--- config.mk ---
export PLATFORM = sky130hd
export DESIGN_NAME = upper_layer_tx_adapter
export DESIGN_NICKNAME = d
export VERILOG_FILES = /design/src/rtl/upper_layer_tx_adapter.sv
export SDC_FILE = /design/constraint.sdc
export NUM_CORES = 1
export LEC_CHECK = 0
export BUFFER_PORTS_ARGS = -buffer_cell sky130_fd_sc_hd__buf_2
export CAP_MARGIN = 20
export CORE_MARGIN = 2
export CORE_UTILIZATION = 64
export DETAILED_ROUTE_END_ITERATION = 10
export PLACE_DENSITY = 0.84
export SYNTH_ARGS = -nofsm -noshare
export SYNTH_HDL_FRONTEND = slang
export SYNTH_SLANG_ARGS = --single-unit
export TNS_END_PERCENT = 1
--- constraint.sdc ---
create_clock -name clk -period 5.2 [get_ports clk]
set_input_delay 0 -clock clk [delete_from_list [all_inputs] [get_ports clk]]
set_output_delay 0 -clock clk [all_outputs]
set_load 0.01 [all_outputs]
--- src/rtl/upper_layer_tx_adapter.sv ---
// Word-to-byte transmit adapter: DEPTH-word FIFO feeding an LSB-first byte serializer.
// Optional build macro UPPER_LAYER_TX_STATS_EN adds the saturating bytes_sent counter.
module upper_layer_tx_adapter #(
  parameter int DATA_W = 32,
  parameter int DEPTH  = 4,
  localparam int BYTES = DATA_W / 8,
  localparam int CNT_W = $clog2(DEPTH + 1),
  localparam int PTR_W = $clog2(DEPTH),
  localparam int IDX_W = (BYTES > 1) ? $clog2(BYTES) : 1
) (
  input  logic              clk,
  input  logic              reset,
  input  logic              cl0_s,
  input  logic [DATA_W-1:0] transport_layer_data_in,
  input  logic              transport_data_flag,
  output logic              enable_sending,
  output logic [7:0]        transport_layer_data_out,
  output logic              data_out_valid,
  input  logic              data_out_ready,
  output logic [CNT_W-1:0]  fifo_count
`ifdef UPPER_LAYER_TX_STATS_EN
  ,
  output logic [15:0]       bytes_sent
`endif
);

  typedef enum logic {IDLE, SHIFT} state_t;

  localparam logic [IDX_W-1:0] LAST_IDX = IDX_W'(BYTES - 1);
  localparam logic [CNT_W-1:0] FULL_CNT = CNT_W'(DEPTH);

  logic [DATA_W-1:0] mem [DEPTH];
  logic [PTR_W-1:0]  wr_ptr;
  logic [PTR_W-1:0]  rd_ptr;
  logic [DATA_W-1:0] shift_reg;
  logic [IDX_W-1:0]  idx;
  state_t            state;
  logic              push;
  logic              pop;
  logic              can_pop;
  logic              last_byte_taken;

  assign enable_sending  = cl0_s && (fifo_count != FULL_CNT);
  assign push            = transport_data_flag && enable_sending;
  assign can_pop         = cl0_s && (fifo_count != '0);
  assign last_byte_taken = (state == SHIFT) && data_out_ready && (idx == LAST_IDX);
  // A pop at the last byte of a word reloads the serializer without an idle cycle.
  assign pop             = can_pop && ((state == IDLE) || last_byte_taken);

  assign transport_layer_data_out = shift_reg[7:0];

  // Word storage carries no reset; only pointers and occupancy define validity.
  always_ff @(posedge clk) begin
    if (push) begin
      mem[wr_ptr] <= transport_layer_data_in;
    end
  end

  always_ff @(posedge clk or posedge reset) begin
    if (reset) begin
      wr_ptr     <= '0;
      rd_ptr     <= '0;
      fifo_count <= '0;
    end else begin
      if (push) wr_ptr <= wr_ptr + PTR_W'(1);
      if (pop)  rd_ptr <= rd_ptr + PTR_W'(1);
      if (push && !pop)      fifo_count <= fifo_count + CNT_W'(1);
      else if (pop && !push) fifo_count <= fifo_count - CNT_W'(1);
    end
  end

  always_ff @(posedge clk or posedge reset) begin
    if (reset) begin
      state          <= IDLE;
      shift_reg      <= '0;
      idx            <= '0;
      data_out_valid <= 1'b0;
    end else begin
      case (state)
        IDLE: begin
          if (pop) begin
            shift_reg      <= mem[rd_ptr];
            idx            <= '0;
            state          <= SHIFT;
            data_out_valid <= 1'b1;
          end
        end
        SHIFT: begin
          if (data_out_ready) begin
            if (idx != LAST_IDX) begin
              shift_reg <= shift_reg >> 8;
              idx       <= idx + IDX_W'(1);
            end else if (pop) begin
              shift_reg <= mem[rd_ptr];
              idx       <= '0;
            end else begin
              state          <= IDLE;
              idx            <= '0;
              data_out_valid <= 1'b0;
            end
          end
        end
        default: begin
          state          <= IDLE;
          data_out_valid <= 1'b0;
        end
      endcase
    end
  end

`ifdef UPPER_LAYER_TX_STATS_EN
  function automatic logic [15:0] sat_inc16(input logic [15:0] v);
    return (v == 16'hFFFF) ? v : v + 16'd1;
  endfunction

  always_ff @(posedge clk or posedge reset) begin
    if (reset) begin
      bytes_sent <= '0;
    end else if (data_out_valid && data_out_ready) begin
      bytes_sent <= sat_inc16(bytes_sent);
    end
  end
`endif

endmodule
After elaboration in Yosys (flattened, before gate mapping)
Memories as Yosys holds them, arrays and structs flattened.
Index checks and enable logic that the tools add are counted.
{"block": "totals", "ff_bits": 43, "in_bits": 37, "elab_cells": 57, "ram_bits": 128, "output_inout_bits": 13, "mem_count": 1}
{"block": "op_classes", "addsub": 5, "mux": 21, "reduce_logical": 15, "eq_ne": 7, "n_bitwise": 1}
{"name": "mem", "words": 4, "width": 32, "read_ports": 1, "rd_clocked_by_memory_dff": 0, "write_ports": 1, "line": "32", "source": "logic [DATA_W-1:0] mem [DEPTH];"}
{"operator": "$mux 32", "n": 3}
{"operator": "$pmux 32 s2", "n": 1}
{"operator": "$ne 2x2->1 const B", "n": 5}
{"operator": "$mux 1", "n": 9}
{"operator": "$logic_and 1x1->1", "n": 8}
{"operator": "$add 2x1->2 const B", "n": 3}
{"operator": "$mux 2", "n": 3}
{"operator": "$mux 3", "n": 2}
{"operator": "$pmux 1 s2", "n": 2}
{"operator": "$pmux 2 s2", "n": 1}
{"operator": "$reduce_and 4->1", "n": 1}
{"operator": "$add 3x1->3 const B", "n": 1}
{"operator": "$ne 3x3->1 const B", "n": 1}
{"operator": "$reduce_bool 3->1", "n": 1}
{"operator": "$sub 3x1->3 const B", "n": 1}
{"operator": "$eq 2x2->1 const B", "n": 1}
{"operator": "$logic_not 1->1", "n": 2}
{"operator": "$reduce_and 2->1", "n": 1}
{"operator": "$reduce_bool 2->1", "n": 1}
{"operator": "$logic_or 1x1->1", "n": 1}
{"operator": "$not 1->1", "n": 1}

Longest topological paths before layout
Gate-level depths: netlist of the first run.
{"block": "logic_depth", "depth_word": 8, "depth_mapped": 10, "ltp_nobuf": 10}

Worst setup path before layout of the first run
Ideal clock, no wire load.
{"block": "synth_path", "kind": "flip-flop to flip-flop", "from": "reg fifo_count[0]", "to": "reg fifo_count[2]", "path_buffers": 0, "t_required_ps": 5120, "stages_incl_launch_ff": 10, "synth_period_minus_slack_ps": 2167, "arrival_ps": 2087, "path_slack_ps": 3033, "setup_ps": 80, "path_cell_list": "dfrtp_1 > o31ai_2 > a21oi_2 > inv_1 > ha_1 > inv_1 > fa_1 > xor2_1 > nor2_1 > xnor2_1"}
{"block": "synth_via", "elab_chain_len": 6, "elab_cells_between_ends": 15, "classes_between": "2 x add/sub; 1 x eq/ne; 2 x mux; 10 x reduce/logical"}
{"item": "start: declaration", "line": "20", "source": "output logic [CNT_W-1:0] fifo_count"}
{"item": "start signal: assignment", "line": "67", "source": "if (push && !pop) fifo_count <= fifo_count + CNT_W'(1);"}
{"item": "start signal: assignment", "line": "68", "source": "else if (pop && !push) fifo_count <= fifo_count - CNT_W'(1);"}
{"item": "parallel branches: the longest is 6 deep, another holds $sub 3x1->3"}
Parallel ways; which one is timed is not known. The select of a mux whose other input is x is not followed.
A chain may end at the register's enable or synchronous reset.

Worst setup path in the final report of the first run
{"block": "layout_path", "from": "reg fifo_count[0]", "to": "reg fifo_count[1]"}
Same word-level chain as after synthesis.

==> results of run 1 <==
## layer usage
metal	track usage	share of wire	routed length [um]	vias to the layer above
met5	0	0	0	-
met4	0.101	0.023	300	0
met3	0.0748	0.071	932	33
met2	0.398	0.51	6750	171
met1	0.331	0.39	5170	1881
li1	-	-	-	1625
## cells in the final DEF, fill, tap and decap left out, types with 4 or more instances in the layout
master / netlist / final
edfxtp_1: 128 / 128
a211oi_1: 5 / 5
a22o_1: 10 / 10
nor3_1: 5 / 5
buf_2: 4 / 49
a221o_1: 24 / 24
ha_1: 6 / 6
inv_8: 0 / 5
dlygate4sd3_1: 0 / 37
nand2_1: 4 / 4
dfrtp_1: 43 / 41
xnor2_1: 5 / 5
and3_1: 24 / 24
and2_1: 4 / 4
clkbuf_16: 0 / 16
inv_1: 7 / 6
clkinvlp_4: 0 / 5
buf_4: 9 / 8
mux4_1: 5 / 5
a21oi_1: 9 / 9
mux4_2: 27 / 27
## worst reg2reg max path: stages (launching register included)
cell     delay [ns]
dfrtp_1        0.50
o31ai_2        0.11
buf_4          0.20
a21oi_2        0.42
inv_1          0.16
ha_1           0.24
inv_1          0.07
fa_1           0.40
mux2_2         0.26
## cells by family (layout without fill, tap and decap cells)
logic type | count (synthesis) | after routing | synth area share
buffers and inverters | 35 | 133 | 0.0320
adders and majority gates | 7 | 7 | 0.0140
muxes | 35 | 35 | 0.114
xor gates and xnor gates | 6 | 6 | 0.00772
AOI/OAI and AO/OA | 58 | 58 | 0.0729
DFF | 171 | 171 | 0.722
and+or+nand+nor | 45 | 45 | 0.0375
## what timing repair did
| action | 4_1_cts | 5_1_grt |
|---|---|---|
| setup buffers | 0 | 0 |
| hold buffers | 37 | 0 |
| setup endpoints to repair | 0 | 0 |
| endpoints found under the hold margin | 177 | 0 |
## stage by stage
stage,hold WS [ns],utilization,worst slack (ns),cells
4_1_cts,0.141,0.776,2.22,590
3_3_place_gp,0.152,0.687,2.44,521
6_report,0.135,0.776,2.72,591
3_5_place_dp,0.162,0.687,2.26,521
2_1_floorplan,0.0989,-,3.03,357
5_1_grt,0.190,0.776,2.58,591
## where the power goes
group	internal [uW]	switching [uW]	leakage [uW]	total, uW
clock	607	555	0.000257	1160
combinational	537	502	0.00107	1040
sequential	1730	247	0.00170	1970
## final cells by class
type                       instances  area share
timing repair buffer              94      0.0843
clock buffer                      17      0.0517
multi-input combinational        151       0.209
tap                              136      0.0212
sequential                       171       0.614
clock inverter                    15      0.0167
inverter                           7     0.00328
## final timing paths
check,startpoint,end,depth (start not counted)
setup / recovery,fifo_count[0],fifo_count[1],8
hold / removal,reset,shift_reg[0],4
setup reg to reg,fifo_count[0],fifo_count[1],8
hold reg to reg,idx[0],idx[0],1
max in group asynchronous,reset,rd_ptr[0],4
min in group clk,transport_layer_data_in[19],mem[2][19],2
==> impl_metrics.env, run 1 <==
export IMPL_ff2ff_setup_slack_ns=2.72
export IMPL_cp_top_family="adder cells"
export IMPL_largest_register_ffs=128
export IMPL_ios=50
export IMPL_grt_first_pass_wirelength_um=20500
export IMPL_ys_seq_area_frac=0.722
export IMPL_critical_path_arrival_ns=2.90
export IMPL_rsz0062_at_grt="no"
export IMPL_nNetsFinal=486
export IMPL_grt_remaining_overflow=0
export IMPL_fin_area_mm2=0.00802
export IMPL_cts_buffers=17
export IMPL_maxCapViolations=0
export IMPL_cp_common_cell="inv_1"
export IMPL_p_leak_uw=0.00303
export IMPL_cts_tree="built"
export IMPL_synth_area_top_cells="edfxtp_1, dfrtp_1, mux4_2"
export IMPL_synth_edf_count=128
export IMPL_nFillCells=560
export IMPL_ir_worst_vdd_v=0.000258
export IMPL_worst_pin_slew_ns=0.965
export IMPL_finalMaxSlewViolations=0
export IMPL_totalPowerFinal_uw=4180
export IMPL_cts_resized=0
export IMPL_fmax_ghz=0.404
export IMPL_regArea_mm2=0.00492
export IMPL_initial_core_util=0.660
export IMPL_synth_common_cells="edfxtp_1, dfrtp_1, mux4_2"
export IMPL_grt_max_degree=44
export IMPL_synth_fp_nets=401
export IMPL_fin_crit_sh=0.477
export IMPL_die_x_um=107
export IMPL_syn_to_final_growth_pct=17.7
export IMPL_clk_pin_slew_ns=0.07
export IMPL_dieArea_mm2=0.0115
export IMPL_cp_cell_sequence="o31ai_2 > buf_4 > a21oi_2 > inv_1 > ha_1 > inv_1 > fa_1 > mux2_2"
export IMPL_synth_ff_type="edfxtp_1"
export IMPL_tns_ns=0
export IMPL_clockBufferDepth=2
export IMPL_startpoint_type="register"
export IMPL_wl_per_cell_um=22.3
export IMPL_drive_gt1_frac=0.275
export IMPL_synth_most_common_cell="edfxtp_1"
export IMPL_die_y_um=107
export IMPL_ys_ff_latch=171
export IMPL_crit_path_end_kind="register"
export IMPL_avgViaCountPerCell=6.28
export IMPL_hpwl_um=7240
export IMPL_critPathMaxFanout=16
export IMPL_wirelength_um=13200
export IMPL_ys_types=35
export IMPL_synth_warnings=0
export IMPL_synth_top_area_frac=0.564
export IMPL_netlist_area_mm2=0.00681
export IMPL_synthCells=357
export IMPL_syn_area_per_cell_um2=19.1
export IMPL_htree_levels=4
export IMPL_slowest_stage="dfrtp_1"
export IMPL_vias=3710
export IMPL_synthArstFlopShare=0.251
export IMPL_hp_class="in -> async"
export IMPL_coreArea_mm2=0.0103
export IMPL_firstDrtPassIters=7
export IMPL_place_area_mm2=0.00709
export IMPL_ant_nets=0
export IMPL_powerDensity_mw_per_mm2=521
export IMPL_setup_viol=0
export IMPL_antenna_found_initial=0
export IMPL_clock_sink_count=171
export IMPL_rows=37
export IMPL_cp_buffers_inverters=3
export IMPL_required_ns=5.63
export IMPL_multi_input_comb_area_mm2=0.00167
export IMPL_gp_congestion=0.766
export IMPL_slew_headroom=0.357
export IMPL_fin_skew_ns=0.00669
export IMPL_drc=0
export IMPL_drtIter0Drc=372
export IMPL_clkLatencyLatePin_ns=0.54
export IMPL_period_minus_slack_ns=2.48
export IMPL_portBuffers=49
export IMPL_slowest_delay_ns=0.50
export IMPL_hold_viol=0
export IMPL_root_buffer="clkbuf_8"
export IMPL_diodes=0
export IMPL_worstSetupPathType="reg -> reg"
export IMPL_grt_pass1_vias=3712
export IMPL_synth_top_area_cell="edfxtp_1"
export IMPL_status="completed"
export IMPL_track_usage=0.251
No activity file was read; power rests on OpenSTA's default activity.
==> run 2, diff against run 1 <==
--- a/config.mk
+++ b/config.mk
@@ -5,12 +5,13 @@
 export SDC_FILE = /design/constraint.sdc
 export NUM_CORES = 1
 export LEC_CHECK = 0
+export ABC_AREA = 1
 export BUFFER_PORTS_ARGS = -buffer_cell sky130_fd_sc_hd__buf_2
 export CAP_MARGIN = 20
 export CORE_MARGIN = 2
-export CORE_UTILIZATION = 64
+export CORE_UTILIZATION = 54
 export DETAILED_ROUTE_END_ITERATION = 10
-export PLACE_DENSITY = 0.84
+export PLACE_DENSITY = 0.75
 export SYNTH_ARGS = -nofsm -noshare
 export SYNTH_HDL_FRONTEND = slang
 export SYNTH_SLANG_ARGS = --single-unit
==> constraint.sdc (replaced) <==
create_clock -name clk -period 2.2 [get_ports clk]
set_input_delay 0 -clock clk [delete_from_list [all_inputs] [get_ports clk]]
set_output_delay 0 -clock clk [all_outputs]
set_load 0.01 [all_outputs]
==> impl_metrics.env, run 2 <==
export IMPL_status="completed"
export IMPL_synthCells=670
export IMPL_portBuffers=49
export IMPL_use_met2=0.368
export IMPL_startpoint_type="register"
export IMPL_ios=50
export IMPL_wl_per_cell_um=16.3
export IMPL_ys_seq_area_frac=0.673
export IMPL_p_leak_uw=0.00355
export IMPL_cts_tree="built"
export IMPL_critical_path_arrival_ns=2.40
export IMPL_firstDrtPassIters=5
export IMPL_final_cell_mix="nand2_1, edfxtp_1, nand3_1"
export IMPL_required_ns=2.54
export IMPL_totalPowerFinal_uw=10900
export IMPL_die_y_um=120
export IMPL_rows=42
export IMPL_root_buffer="clkbuf_16"
export IMPL_rsz0062_at_grt="no"
export IMPL_hold_slack_ns=0.0761
export IMPL_maxCapViolations=0
export IMPL_synth_common_cells="nand2_1, edfxtp_1, nand3_1"
export IMPL_hp_class="in -> reg"
export IMPL_drtIter0Drc=342
export IMPL_clkLatencyLatePin_ns=0.43
export IMPL_slowest_delay_ns=0.39
export IMPL_synth_ff_type="edfxtp_1"
export IMPL_hpwl_um=9040
export IMPL_ys_ff_latch=171
export IMPL_slowest_stage="dfrtp_1"
export IMPL_fmax_ghz=0.484
export IMPL_worstSetupPathType="reg -> reg"
export IMPL_synth_top_area_frac=0.526
export IMPL_wirelength_um=15300
export IMPL_die_x_um=120
export IMPL_grt_max_degree=61
export IMPL_grt_use_met3=0.0481
export IMPL_slew_headroom=0.573
export IMPL_fin_crit_sh=0.939
export IMPL_setup_viol=0
export IMPL_diodes=0
export IMPL_synth_fp_nets=714
export IMPL_synth_most_common_cell="nand2_1"
export IMPL_htree_levels=4
export IMPL_nNetsFinal=793
export IMPL_grt_pass1_vias=4895
export IMPL_cp_cell_sequence="ha_1 > inv_1 > nand2_1 > nand2_2 > inv_4 > nand2_4 > ha_1 > inv_1 > fa_2 > nor2_2 > nor2_1 > nand2_1 > xor2_2"
export IMPL_period_minus_slack_ns=2.07
export IMPL_multi_input_comb_area_mm2=0.00199
export IMPL_clk_pin_slew_ns=0.06
export IMPL_ys_types=28
export IMPL_clock_sink_count=171
export IMPL_ir_worst_vdd_v=0.000547
export IMPL_cts_buffers=17
export IMPL_initial_core_util=0.552
export IMPL_regArea_mm2=0.00492
export IMPL_ant_nets=0
export IMPL_drive_gt1_frac=0.189
export IMPL_track_usage=0.224
export IMPL_fin_skew_ns=0.00654
export IMPL_syn_to_final_growth_pct=18.6
export IMPL_gp_congestion=0.876
export IMPL_netlist_area_mm2=0.00731
export IMPL_clockBufferDepth=2
export IMPL_worst_pin_slew_ns=0.640
export IMPL_avgViaCountPerCell=5.25
export IMPL_synth_top_area_cell="edfxtp_1"
export IMPL_syn_area_per_cell_um2=10.9
export IMPL_dieArea_mm2=0.0145
export IMPL_synth_warnings=0
export IMPL_critPathMaxFanout=11
export IMPL_finalMaxSlewViolations=0
export IMPL_antenna_found_initial=0
export IMPL_synthArstFlopShare=0.251
export IMPL_hold_viol=0
export IMPL_drc=0
export IMPL_crit_path_end_kind="register"
export IMPL_grt_use_met1=0.289
export IMPL_synth_area_top_cells="edfxtp_1, dfrtp_1, nand2_1"
export IMPL_mostFrequentLayoutCell="nand2_1"
export IMPL_synth_edf_count=128
export IMPL_powerDensity_mw_per_mm2=1250
export IMPL_coreArea_mm2=0.0132
export IMPL_largest_register_ffs=128
export IMPL_vias=4925
export IMPL_top_usage_layer="met2"
export IMPL_nFillCells=1017
export IMPL_grt_remaining_overflow=0
export IMPL_grt_first_pass_wirelength_um=24600
run 2: logic make-up (layout without fill, tap and decap cells):
kind of cell	count (synthesis)	count (layout)	synth area share
AO/OA/AOI/OAI	68	68	0.0524
XOR/XNOR	5	5	0.00599
adder cells (fa/ha/maj)	7	7	0.0130
buffers and inverters	81	173	0.0585
flip-flops	171	171	0.673
multiplexers	1	1	0.00154
AND/OR/NAND/NOR	337	337	0.196
run 2: worst paths after layout:
path | start | to | slack, ns | depth (start not counted)
setup / recovery | idx[0] | fifo_count[2] | 0.13 | 13
hold / removal | cl0_s | state | 0.08 | 4
setup reg to reg | idx[0] | fifo_count[2] | 0.13 | 13
hold reg to reg | data_out_valid | data_out_valid | 0.50 | 2
max in group asynchronous | reset | shift_reg[29] | 1.56 | 4
min in group asynchronous | reset | shift_reg[5] | 0.26 | 4
run 2: timing repair:
item	4_1_cts	5_1_grt
pin swaps	1	3
endpoints found under the setup margin	1	1
resized for setup	1	3
endpoints found under the hold margin	175	0
cloned	0	0
hold buffers	35	0
setup buffers	1	0
run 2: critical path, delay by kind of cell (launching register included):
kind / cells / cell delay, ns
xor+xnor: 1 / 0.18
fa+ha+maj: 3 / 0.70
buf+inv: 3 / 0.19
flops: 1 / 0.39
simple gates: 6 / 0.49
run 2: metal layers:
metal	wire length (um)	share of wire
met1	6520	0.43
met2	7510	0.49
met3	828	0.054
met4	404	0.026
met5	0	0
run 2: cell type report:
cell class                 count  share of cell area
sequential                   171               0.567
multi-input combinational    418               0.229
timing repair buffer         100              0.0897
clock buffer                  24              0.0568
tap                          176              0.0254
inverter                      41              0.0183
clock inverter                 8              0.0133
run 2: power by group:
| part | internal, uW | switching (uW) | total [uW] | leakage [uW] |
|---|---|---|---|---|
| clock network | 1900 | 1150 | 3060 | 0.000303 |
| registers | 4080 | 276 | 4360 | 0.00169 |
| logic | 1200 | 2270 | 3460 | 0.00155 |
run 2: per-stage QoR:
stage	setup TNS [ns]	instance area (um^2)	setup slack (ns)	std cells	utilization
floorplan	-14.31	7320	-0.112	670	-
global placement	0	7690	0.171	870	0.581
CTS	0	8660	0.0690	938	0.654
global route	0	8670	0.00301	938	0.655
finish	0	8670	0.134	938	0.655
detailed placement	0	7690	0.0281	870	0.581
